## config.mk

```make
export PLATFORM = sky130hd
export DESIGN_NAME = seven_segments_scanner_flat
export DESIGN_NICKNAME = d
export VERILOG_FILES = /design/src/rtl/seven_segments_scanner_pkg.sv /design/src/rtl/seven_segments_scanner_if.sv /design/src/rtl/seven_segments_scanner_decoder.sv /design/src/rtl/seven_segments_scanner.sv /design/src/flat_wrapper.sv
export SDC_FILE = /design/constraint.sdc
export NUM_CORES = 1
export LEC_CHECK = 0
export CAP_MARGIN = 20
export CORE_MARGIN = 2
export CORE_UTILIZATION = 55
export DETAILED_ROUTE_END_ITERATION = 12
export PLACE_DENSITY = 0.86
export SLEW_MARGIN = 20
export SYNTH_ARGS = -nofsm -noshare
export SYNTH_HDL_FRONTEND = slang
export SYNTH_HIERARCHICAL = 1
export SYNTH_SLANG_ARGS = --single-unit
```

## constraint.sdc

```tcl
create_clock -name clk -period 8.9 [get_ports clk]
set_input_delay 1.335 -clock clk [delete_from_list [all_inputs] [get_ports clk]]
set_output_delay 1.335 -clock clk [all_outputs]
set_load 0.1 [all_outputs]
```

## src/rtl/seven_segments_scanner_pkg.sv

```systemverilog
// Shared constants for the multiplexed 7-segment scanner.
// Hex font, blank pattern and a constant-width helper.
package seven_seg_pkg;

    localparam logic [7:0] SEG_OFF = 8'hFF;

    // Active-low gfedcba pattern, index = hex nibble
    localparam logic [6:0] HEX_FONT [16] = '{
        7'h40, 7'h79, 7'h24, 7'h30,
        7'h19, 7'h12, 7'h02, 7'h78,
        7'h00, 7'h10, 7'h08, 7'h03,
        7'h46, 7'h21, 7'h06, 7'h0E
    };

    function automatic int clog2(input int n);
        int r;
        int v;
        r = 0;
        v = 1;
        while (v < n) begin
            v = v << 1;
            r++;
        end
        return r;
    endfunction

endpackage

```

## src/rtl/seven_segments_scanner_if.sv

```systemverilog
// Display bus: data/control from the debug source,
// scanned anode/segment pins back out to the board.
interface seven_segments_scanner_if #(
    parameter int DIGITS   = 3,
    parameter int BRIGHT_W = 3
);
    logic [4*DIGITS-1:0] value;
    logic [DIGITS-1:0]   dots;
    logic [DIGITS-1:0]   blank_mask;
    logic                lz_blank;
    logic [BRIGHT_W-1:0] brightness;
    logic                load;
    logic [DIGITS-1:0]   anodes;
    logic [7:0]          segments;
    logic                frame_tick;

    modport master (
        output value, dots, blank_mask, lz_blank,
        output brightness, load,
        input  anodes, segments, frame_tick
    );

    modport slave (
        input  value, dots, blank_mask, lz_blank,
        input  brightness, load,
        output anodes, segments, frame_tick
    );
endinterface

```

## src/rtl/seven_segments_scanner_decoder.sv

```systemverilog
// Nibble + decimal point to active-low segment byte.
// Purely combinational; dp lands in bit 7.
module seven_seg_decoder
    import seven_seg_pkg::*;
(
    input  logic [3:0] nibble,
    input  logic       dp,
    output logic [7:0] seg
);

    // Font lookup with inverted decimal point
    always_comb begin
        seg = {~dp, HEX_FONT[nibble]};
    end

endmodule

```

## src/rtl/seven_segments_scanner.sv

```systemverilog
// Multiplexed common-anode driver with PWM dimming,
// leading-zero suppression and frame-aligned updates.
module seven_segments_scanner
    import seven_seg_pkg::*;
#(
    parameter int DIGITS   = 3,
    parameter int SCAN_DIV = 1000,
    parameter int BRIGHT_W = 3
) (
    input  logic clk,
    input  logic rst,
    seven_segments_scanner_if.slave bus
);

    localparam int PW     = clog2(SCAN_DIV);
    localparam int DW     = (DIGITS > 1) ? clog2(DIGITS) : 1;
    localparam int CW     = PW + 1;
    localparam int VW     = 4 * DIGITS;
    localparam int ON_LEN = SCAN_DIV >> BRIGHT_W;

    localparam logic [PW-1:0] P_LAST = PW'(SCAN_DIV - 1);
    localparam logic [DW-1:0] D_LAST = DW'(DIGITS - 1);

    logic [PW-1:0]     p_q, p_d;
    logic [DW-1:0]     dig_q, dig_d;
    logic              boundary;

    logic [VW-1:0]     sh_val_q, sh_val_d;
    logic [DIGITS-1:0] sh_dots_q, sh_dots_d;
    logic [DIGITS-1:0] sh_blank_q, sh_blank_d;
    logic              sh_lz_q, sh_lz_d;

    logic [VW-1:0]     ds_val_q, ds_val_d;
    logic [DIGITS-1:0] ds_dots_q, ds_dots_d;
    logic [DIGITS-1:0] ds_blank_q, ds_blank_d;
    logic              ds_lz_q, ds_lz_d;

    logic [DIGITS-1:0] sup;
    logic              seen;
    logic [3:0]        cur_nib;
    logic              cur_dot;
    logic              cur_blank;
    logic              cur_sup;
    logic [7:0]        dec_seg;
    logic [CW-1:0]     on_lim;
    logic              lit;

    logic [DIGITS-1:0] anodes_q, anodes_d;
    logic [7:0]        segments_q, segments_d;
    logic              frame_tick_q, frame_tick_d;

    // Prescaler and digit index; digit advances on prescaler wrap
    always_comb begin
        p_d   = p_q + PW'(1);
        dig_d = dig_q;
        if (p_q == P_LAST) begin
            p_d = '0;
            if (dig_q == D_LAST) begin
                dig_d = '0;
            end else begin
                dig_d = dig_q + DW'(1);
            end
        end
    end

    assign boundary = (p_q == P_LAST) && (dig_q == D_LAST);

    // Shadow takes every load; display copies old shadow at frame end
    always_comb begin
        sh_val_d   = sh_val_q;
        sh_dots_d  = sh_dots_q;
        sh_blank_d = sh_blank_q;
        sh_lz_d    = sh_lz_q;
        if (bus.load) begin
            sh_val_d   = bus.value;
            sh_dots_d  = bus.dots;
            sh_blank_d = bus.blank_mask;
            sh_lz_d    = bus.lz_blank;
        end
        ds_val_d   = ds_val_q;
        ds_dots_d  = ds_dots_q;
        ds_blank_d = ds_blank_q;
        ds_lz_d    = ds_lz_q;
        if (boundary) begin
            ds_val_d   = sh_val_q;
            ds_dots_d  = sh_dots_q;
            ds_blank_d = sh_blank_q;
            ds_lz_d    = sh_lz_q;
        end
    end

    // Zero digits above the top nonzero one are suppressed; digit 0 never
    always_comb begin
        seen = 1'b0;
        sup  = '0;
        for (int i = DIGITS - 1; i >= 1; i--) begin
            seen   = seen | (ds_val_q[4*i +: 4] != 4'h0);
            sup[i] = ds_lz_q & ~seen;
        end
    end

    // Pick the fields of the digit currently being scanned
    always_comb begin
        cur_nib   = '0;
        cur_dot   = 1'b0;
        cur_blank = 1'b0;
        cur_sup   = 1'b0;
        for (int i = 0; i < DIGITS; i++) begin
            if (dig_q == DW'(i)) begin
                cur_nib   = ds_val_q[4*i +: 4];
                cur_dot   = ds_dots_q[i];
                cur_blank = ds_blank_q[i];
                cur_sup   = sup[i];
            end
        end
    end

    seven_seg_decoder u_dec (
        .nibble (cur_nib),
        .dp     (cur_dot),
        .seg    (dec_seg)
    );

    // Brightness window; p=0 stays dark to hide ghosting on switch-over
    always_comb begin
        on_lim = CW'(ON_LEN) * (CW'(bus.brightness) + CW'(1));
        lit    = (p_q != '0) && ({1'b0, p_q} < on_lim) && !cur_blank;
    end

    // Next values of the registered display pins
    always_comb begin
        anodes_d = '1;
        for (int i = 0; i < DIGITS; i++) begin
            if (lit && (dig_q == DW'(i))) begin
                anodes_d[i] = 1'b0;
            end
        end
        segments_d = dec_seg;
        if (cur_sup) begin
            segments_d[6:0] = SEG_OFF[6:0];
        end
        frame_tick_d = (p_q == '0) && (dig_q == '0);
    end

    // State and output registers with synchronous reset
    always_ff @(posedge clk) begin
        if (rst) begin
            p_q          <= '0;
            dig_q        <= '0;
            sh_val_q     <= '0;
            sh_dots_q    <= '0;
            sh_blank_q   <= '0;
            sh_lz_q      <= 1'b0;
            ds_val_q     <= '0;
            ds_dots_q    <= '0;
            ds_blank_q   <= '0;
            ds_lz_q      <= 1'b0;
            anodes_q     <= '1;
            segments_q   <= SEG_OFF;
            frame_tick_q <= 1'b0;
        end else begin
            p_q          <= p_d;
            dig_q        <= dig_d;
            sh_val_q     <= sh_val_d;
            sh_dots_q    <= sh_dots_d;
            sh_blank_q   <= sh_blank_d;
            sh_lz_q      <= sh_lz_d;
            ds_val_q     <= ds_val_d;
            ds_dots_q    <= ds_dots_d;
            ds_blank_q   <= ds_blank_d;
            ds_lz_q      <= ds_lz_d;
            anodes_q     <= anodes_d;
            segments_q   <= segments_d;
            frame_tick_q <= frame_tick_d;
        end
    end

    assign bus.anodes     = anodes_q;
    assign bus.segments   = segments_q;
    assign bus.frame_tick = frame_tick_q;

endmodule

```

## src/flat_wrapper.sv

```systemverilog
// flat-port wrapper written by rule: the top's interface ports become plain ports
module seven_segments_scanner_flat import seven_seg_pkg::*;
#(
    parameter int DIGITS   = 3,
    parameter int SCAN_DIV = 1000,
    parameter int BRIGHT_W = 3
)
  (clk, rst, bus_value, bus_dots, bus_blank_mask, bus_lz_blank, bus_brightness, bus_load, bus_anodes, bus_segments, bus_frame_tick);
  seven_segments_scanner_if #(.DIGITS(DIGITS), .BRIGHT_W(BRIGHT_W)) bus_i ();
  input  logic clk;
  input  logic rst;
  input wire logic [$bits(bus_i.value)-1:0] bus_value;
  input wire logic [$bits(bus_i.dots)-1:0] bus_dots;
  input wire logic [$bits(bus_i.blank_mask)-1:0] bus_blank_mask;
  input wire logic [$bits(bus_i.lz_blank)-1:0] bus_lz_blank;
  input wire logic [$bits(bus_i.brightness)-1:0] bus_brightness;
  input wire logic [$bits(bus_i.load)-1:0] bus_load;
  output wire logic [$bits(bus_i.anodes)-1:0] bus_anodes;
  output wire logic [$bits(bus_i.segments)-1:0] bus_segments;
  output wire logic [$bits(bus_i.frame_tick)-1:0] bus_frame_tick;
  assign bus_i.value = bus_value;
  assign bus_i.dots = bus_dots;
  assign bus_i.blank_mask = bus_blank_mask;
  assign bus_i.lz_blank = bus_lz_blank;
  assign bus_i.brightness = bus_brightness;
  assign bus_i.load = bus_load;
  assign bus_anodes = bus_i.anodes;
  assign bus_segments = bus_i.segments;
  assign bus_frame_tick = bus_i.frame_tick;
  seven_segments_scanner #(.DIGITS(DIGITS), .SCAN_DIV(SCAN_DIV), .BRIGHT_W(BRIGHT_W)) u_core (.clk(clk), .rst(rst), .bus(bus_i));
endmodule
```

==> impl_metrics.csv, run 1 <==
group,metric,value,unit
setup_path,crit_chain,"clkdlybuf4s50_1 -> ha_1 -> xor2_1 -> fa_1 -> fa_1 -> inv_1 -> ha_1 -> a21oi_1 -> xor2_1 -> ha_1 -> a21oi_1 -> o21ai_0 -> o2111a_1 -> a211oi_1 -> o21ai_1",
layout,fin_nets,459,
pwr,vdd_ir_drop_max,0.000124,V
yosys,syn_area_per_cell,9.49,µm²
yosys,synth_seq_cells,62,
global_routing,grt_antenna_before_repair,0,
sta,fin_ws,2970,ps
layout,seqCellArea,0.00124,mm²
yosys,synthTopCellsByArea,"dfxtp_1, mux2i_1, ha_1, nor2_1, fa_1",
yosys,yosysTopAreaCell,"dfxtp_1",
layout,mostFrequentLayoutCell,"dfxtp_1",
yosys,synth_edf_count,0,
global_routing,grt_usage,0.209,
sta,rsz0062_at_grt,"false",
pwr,p_total,672,µW
global_routing,grt_pass1_vias,2486,
sta,finalSetupViolCount,0,
clock_tree,cts_hold_buf,0,
pwr,p_int,474,µW
layout,final_cell_mix,"dfxtp_1, nor2_1, mux2i_1, clkdlybuf4s50_1, ha_1",
sta,fmax,169,MHz
yosys,syn-num-nets,426,
hold_path,hp-class,"flip-flop to flip-flop",
layout,drive_above_1_share,0.0680,
placed_design,place_inst,456,
setup_path,path_max_fanout,10,
yosys,ys_warn_count,6,
pwr,leakagePower,1.85,nW
sta,setup_tns,0,ps
setup_path,timing.critical_path.mode_cell,"ha_1",
outcome,status,"completed",
floorplanning,io_pins,37,
sta,slew_violations,0,
setup_path,worst_path_largest_cell_delay,780,ps
layout,n_antenna_cell,0,
global_routing,grt_max_degree,54,
clock_tree,post_cts_resized,0,
layout,final_area,0.00397,mm²
clock_tree,h-tree-depth,3,
pwr,p_per_area,169,mW/mm²
pwr,p_clk_frac,0.333,
placed_design,dpl.hpwl,4800,µm
clock_tree,cts_tree,"done",
floorplanning,rows,28,
floorplanning,die_x,82.7,µm
placed_design,place_congestion,0.868,
setup_path,critPathKind,"input port to flip-flop",
pwr,power_switching,198,µW
layout,final_cells,472,
pwr,power_frac_comb,0.233,
layout,multiInputGateArea,0.00198,mm²
route,final_antenna_net_count,0,
route,routed_via_density,5.29,
global_routing,overflow,0,
yosys,postSynthCellCount,359,
route,num_vias,2498,
layout,fill_cells,482,
clock_tree,insertion_delay,330,ps
flow_run,cap_viol_max_count,0,
route,drt-initial-drc-count,144,
floorplanning,dieHeight,82.7,µm
sta,max-slew-margin-rel,0.349,
route,dr.pass1.iters,5,
sta,min_period_over_period,0.666,
clock_tree,cts-buffers-inserted,9,
route,drcViolationCount,0,
setup_path,critPathArrivalTime,6140,ps
sta,post-route-min-period,5930,ps
clock_tree,clk_path_buf_depth,2,
setup_path,cp-end-kind,"flip-flop",
yosys,async_flop_share,0,
floorplanning,dieArea,0.00684,mm²
clock_tree,clk_transition_reported_paths,60,ps
global_routing,grt_pass1_wl,10900,µm
pwr,switching_share,0.295,
setup_path,cp_slowest_cell,"clkdlybuf4s50_1",
clock_tree,cts_setup_buffers,0,
route,routedWlPerCell,13.7,µm
placed_design,postPlaceCellArea,0.00378,mm²
layout,synthToLayoutAreaGrowth,16.4,%
floorplanning,initial_core_util,0.572,
yosys,yosysUniqueCellTypes,49,
yosys,synth_ff_type,"dfxtp_1",
pwr,seq_power_share,0.434,
setup_path,worst_ep_required_time,9110,ps
sta,final.setup_skew,5.87,ps
yosys,seq_area_frac_synth,0.364,
floorplanning,core,0.00596,mm²
yosys,netlist_area,0.00341,mm²
placed_design,place_ws,2740,ps
clock_tree,root_buffer,"clkbuf_8",
sta,hold_violations,0,
setup_path,critPathLaunchType,"input port",
yosys,synth.top_cell.area_share,0.364,
route,wl,6460,µm
clock_tree,cts.sinks,62,
placed_design,numPortBuffers,36,
setup_path,cp_top_family,"adder cells",
setup_path,cp_num_buf_inv,2,
sta,worstMarginPinSlew,974,ps
[power by group through the flow]
stage	Sequential, mW	Clock, mW	Combinational [mW]
after detailed placement	0.297	0	0.155
final	0.291	0.224	0.157
after global routing	0.292	0.241	0.173
after floorplan	0.314	0	0.0949
after global placement	0.297	0	0.147
after CTS	0.291	0.228	0.156
[synthesized netlist by cell type (all sizes together) (2+ instances only)]
master	n
and3	3
a21oi	8
nor4	2
inv	26
clkbuf	4
and4	2
mux2	2
nor3b	2
nor2	59
o211ai	2
ha	35
a21o	3
or3	8
o21ai	16
or2	3
buf	11
fa	7
a211oi	3
nand2	18
dfxtp	62
o22ai	2
xnor2	6
nand3	3
nand4	3
mux2i	46
xor2	9
[path summary, 6_finish.rpt]
path	start	endpoint	depth (start not counted)	slack, ps
max reg2reg	u_core/dig_q[0]$_SDFFE_PP0N_	u_core/bus.segments[0]$_SDFF_PP1_	9	6020
min reg2reg	u_core/p_q[0]$_SDFF_PP0_	u_core/p_q[0]$_SDFF_PP0_	1	490
max	bus_brightness[0]	u_core/bus.anodes[2]$_SDFF_PP1_	15	2970
min	u_core/p_q[0]$_SDFF_PP0_	u_core/p_q[0]$_SDFF_PP0_	1	490
[layer usage]
metal / global-route usage / part of all wire / vias up
li1: - / - / 1273
met1: 0.241 / 0.44 / 1172
met2: 0.366 / 0.51 / 45
met3: 0.0576 / 0.039 / 8
met4: 0.0803 / 0.011 / 0
met5: 0 / 0 / -
[final cells by class]
class | count | share of cell area
clock buffers | 13 | 0.0426
clock inverters | 3 | 0.00442
inverters | 26 | 0.0246
multi-input cells | 256 | 0.500
flip-flops and latches | 62 | 0.313
well taps | 75 | 0.0237
repair buffers | 37 | 0.0915
[logic make-up (layout without fill, tap and decap cells)]
kind of cell,after synthesis,in the layout,share of synthesized area
xor gates and xnor gates,15,15,0.0386
buffers and inverters,41,79,0.0532
adders and majority gates,42,42,0.170
muxes,48,48,0.143
DFF,62,62,0.364
AOI/OAI and AO/OA,42,42,0.0790
and+or+nand+nor,109,109,0.152
[sequential cells by signal (all words and copies together) (netlist names), 2 cells and up]
name / count
u_core/dig_q: 2
u_core/ds_blank_q: 3
u_core/bus.anodes: 3
u_core/sh_blank_q: 3
u_core/bus.segments: 8
u_core/sh_val_q: 12
u_core/p_q: 10
u_core/sh_dots_q: 3
u_core/ds_val_q: 12
u_core/ds_dots_q: 3
[metrics by stage]
step                hold slack (ps)  utilization
floorplan                       434            -
global placement                460        0.636
detailed placement              478        0.636
CTS                             492        0.667
global route                    525        0.666
finish                          489        0.666
[worst register-to-register path: cells and delay by family, from the launching register on]
family,cells,cell delay [ps]
AO/OA/AOI/OAI,3,440
buffers and inverters,1,240
adder cells (fa/ha/maj),1,270
flip-flops,1,490
AND/OR/NAND/NOR,4,1300
No activity file was read; power rests on OpenSTA's default activity.
==> run 2, diff against run 1 <==
==> constraint.sdc (replaced) <==
create_clock -name clk -period 6 [get_ports clk]
set_input_delay 0.9 -clock clk [delete_from_list [all_inputs] [get_ports clk]]
set_output_delay 0.9 -clock clk [all_outputs]
set_load 0.1 [all_outputs]
==> impl_metrics.csv, run 2 (same netlist as run 1, synthesis figures left out) <==
group,metric,value,unit
global_routing,grt_usage,0.204,
global_routing,overflow,0,
layout,synthToLayoutAreaGrowth,17.2,%
floorplanning,dieHeight,82.7,µm
pwr,p_int,723,µW
sta,worstMarginPinSlew,978,ps
sta,setup_tns,0,ps
sta,hold_violations,0,
setup_path,cp-end-kind,"flip-flop",
sta,post-route-min-period,5310,ps
clock_tree,cts.sinks,62,
pwr,power_frac_comb,0.232,
pwr,p_per_area,257,mW/mm²
setup_path,worst_ep_required_time,6200,ps
clock_tree,post_cts_resized,0,
outcome,status,"completed",
setup_path,critPathLaunchType,"input port",
setup_path,path_max_fanout,10,
clock_tree,h-tree-depth,3,
clock_tree,root_buffer,"clkbuf_8",
route,routed_via_density,5.38,
sta,fin_ws,695,ps
pwr,seq_power_share,0.422,
setup_path,critPathArrivalTime,5510,ps
clock_tree,clk_path_buf_depth,2,
clock_tree,cts_tree,"done",
sta,finalSetupViolCount,0,
clock_tree,clk_transition_reported_paths,70,ps
sta,final.setup_skew,9.64,ps
pwr,power_switching,301,µW
floorplanning,core,0.00596,mm²
floorplanning,die_x,82.7,µm
layout,fin_nets,461,
sta,min_period_over_period,0.884,
floorplanning,io_pins,37,
sta,fmax,188,MHz
route,drcViolationCount,0,
pwr,p_clk_frac,0.346,
floorplanning,initial_core_util,0.572,
setup_path,cp_slowest_cell,"clkdlybuf4s50_1",
route,final_antenna_net_count,0,
global_routing,grt_pass1_wl,10600,µm
route,num_vias,2552,
flow_run,cap_viol_max_count,0,
setup_path,crit_chain,"clkdlybuf4s50_1 -> inv_1 -> ha_1 -> inv_1 -> ha_1 -> inv_1 -> fa_1 -> inv_1 -> ha_1 -> a21o_1 -> a21oi_1 -> xor2_1 -> ha_1 -> a21oi_1 -> o21ai_0 -> o2111a_1 -> a211oi_1 -> o21ai_1",
floorplanning,rows,28,
global_routing,grt_max_degree,54,
placed_design,numPortBuffers,36,
route,routedWlPerCell,13.6,µm
placed_design,place_ws,391,ps
clock_tree,insertion_delay,330,ps
setup_path,critPathKind,"input port to flip-flop",
sta,rsz0062_at_grt,"false",
placed_design,place_congestion,0.917,
placed_design,dpl.hpwl,4810,µm
layout,drive_above_1_share,0.0752,
sta,max-slew-margin-rel,0.346,
sta,slew_violations,0,
setup_path,worst_path_largest_cell_delay,800,ps
clock_tree,cts_hold_buf,0,
global_routing,grt_pass1_vias,2521,
global_routing,grt_antenna_before_repair,0,
clock_tree,cts-buffers-inserted,9,
clock_tree,cts_setup_buffers,0,
floorplanning,dieArea,0.00684,mm²
layout,n_antenna_cell,0,
route,dr.pass1.iters,4,
pwr,switching_share,0.294,
pwr,vdd_ir_drop_max,0.000196,V
route,wl,6430,µm
layout,mostFrequentLayoutCell,"dfxtp_1",
route,drt-initial-drc-count,107,
pwr,leakagePower,1.87,nW
hold_path,hp-class,"flip-flop to flip-flop",
layout,top_regs,"u_core/ds_val_q: 12 flops, u_core/sh_val_q: 12 flops, u_core/p_q: 10 flops",
layout,final_cell_mix,"dfxtp_1, nor2_1, mux2i_1, clkdlybuf4s50_1, ha_1",
-- run 2: routing by layer --
metal | routed length (µm) | global-route usage
met1 | 2770 | 0.225
met2 | 3260 | 0.360
met3 | 261 | 0.0609
met4 | 142 | 0.0918
met5 | 0 | 0
-- run 2: worst paths after layout --
path                           startpoint                                 to  slack [ps]  cells after the start
max                     bus_brightness[0]    u_core/bus.anodes[1]$_SDFF_PP1_         690                     18
min              u_core/p_q[0]$_SDFF_PP0_           u_core/p_q[0]$_SDFF_PP0_         480                      1
max reg2reg  u_core/dig_q[0]$_SDFFE_PP0N_  u_core/bus.segments[0]$_SDFF_PP1_        3170                      9
min reg2reg      u_core/p_q[0]$_SDFF_PP0_           u_core/p_q[0]$_SDFF_PP0_         480                      1
-- run 2: cell type report --
cell class,instances,area [µm²]
well taps,75,93.8
inverters,26,97.6
clock buffers,10,138
repair buffers,39,375
clock inverters,6,61.3
flip-flops and latches,62,1240
fillers,466,1960
multi-input cells,256,1980
-- run 2: metrics by stage --
stage	hold WS [ps]	cell area, µm²	std cells	utilization	total power, mW
6_report	481	3990	474	0.670	1.02
5_1_grt	525	3990	474	0.670	1.08
4_1_cts	486	4000	474	0.671	1.03
3_5_place_dp	470	3800	458	0.638	0.677
3_3_place_gp	465	3790	457	0.637	0.659
2_1_floorplan	434	3410	359	-	0.607
-- run 2: power groups by stage --
stage	combinational [mW]	clock, mW	sequential, mW
2_1_floorplan	0.141	0	0.466
3_3_place_gp	0.218	0	0.441
3_5_place_dp	0.235	0	0.441
4_1_cts	0.238	0.362	0.432
5_1_grt	0.261	0.382	0.433
6_report	0.238	0.354	0.432
-- run 2: critical path: cells and delay by family --
kind	cells	cell delay, ps
xor gates and xnor gates	1	180
adders and majority gates	5	1840
buffers and inverters	5	1160
AOI/OAI and AO/OA	7	1430
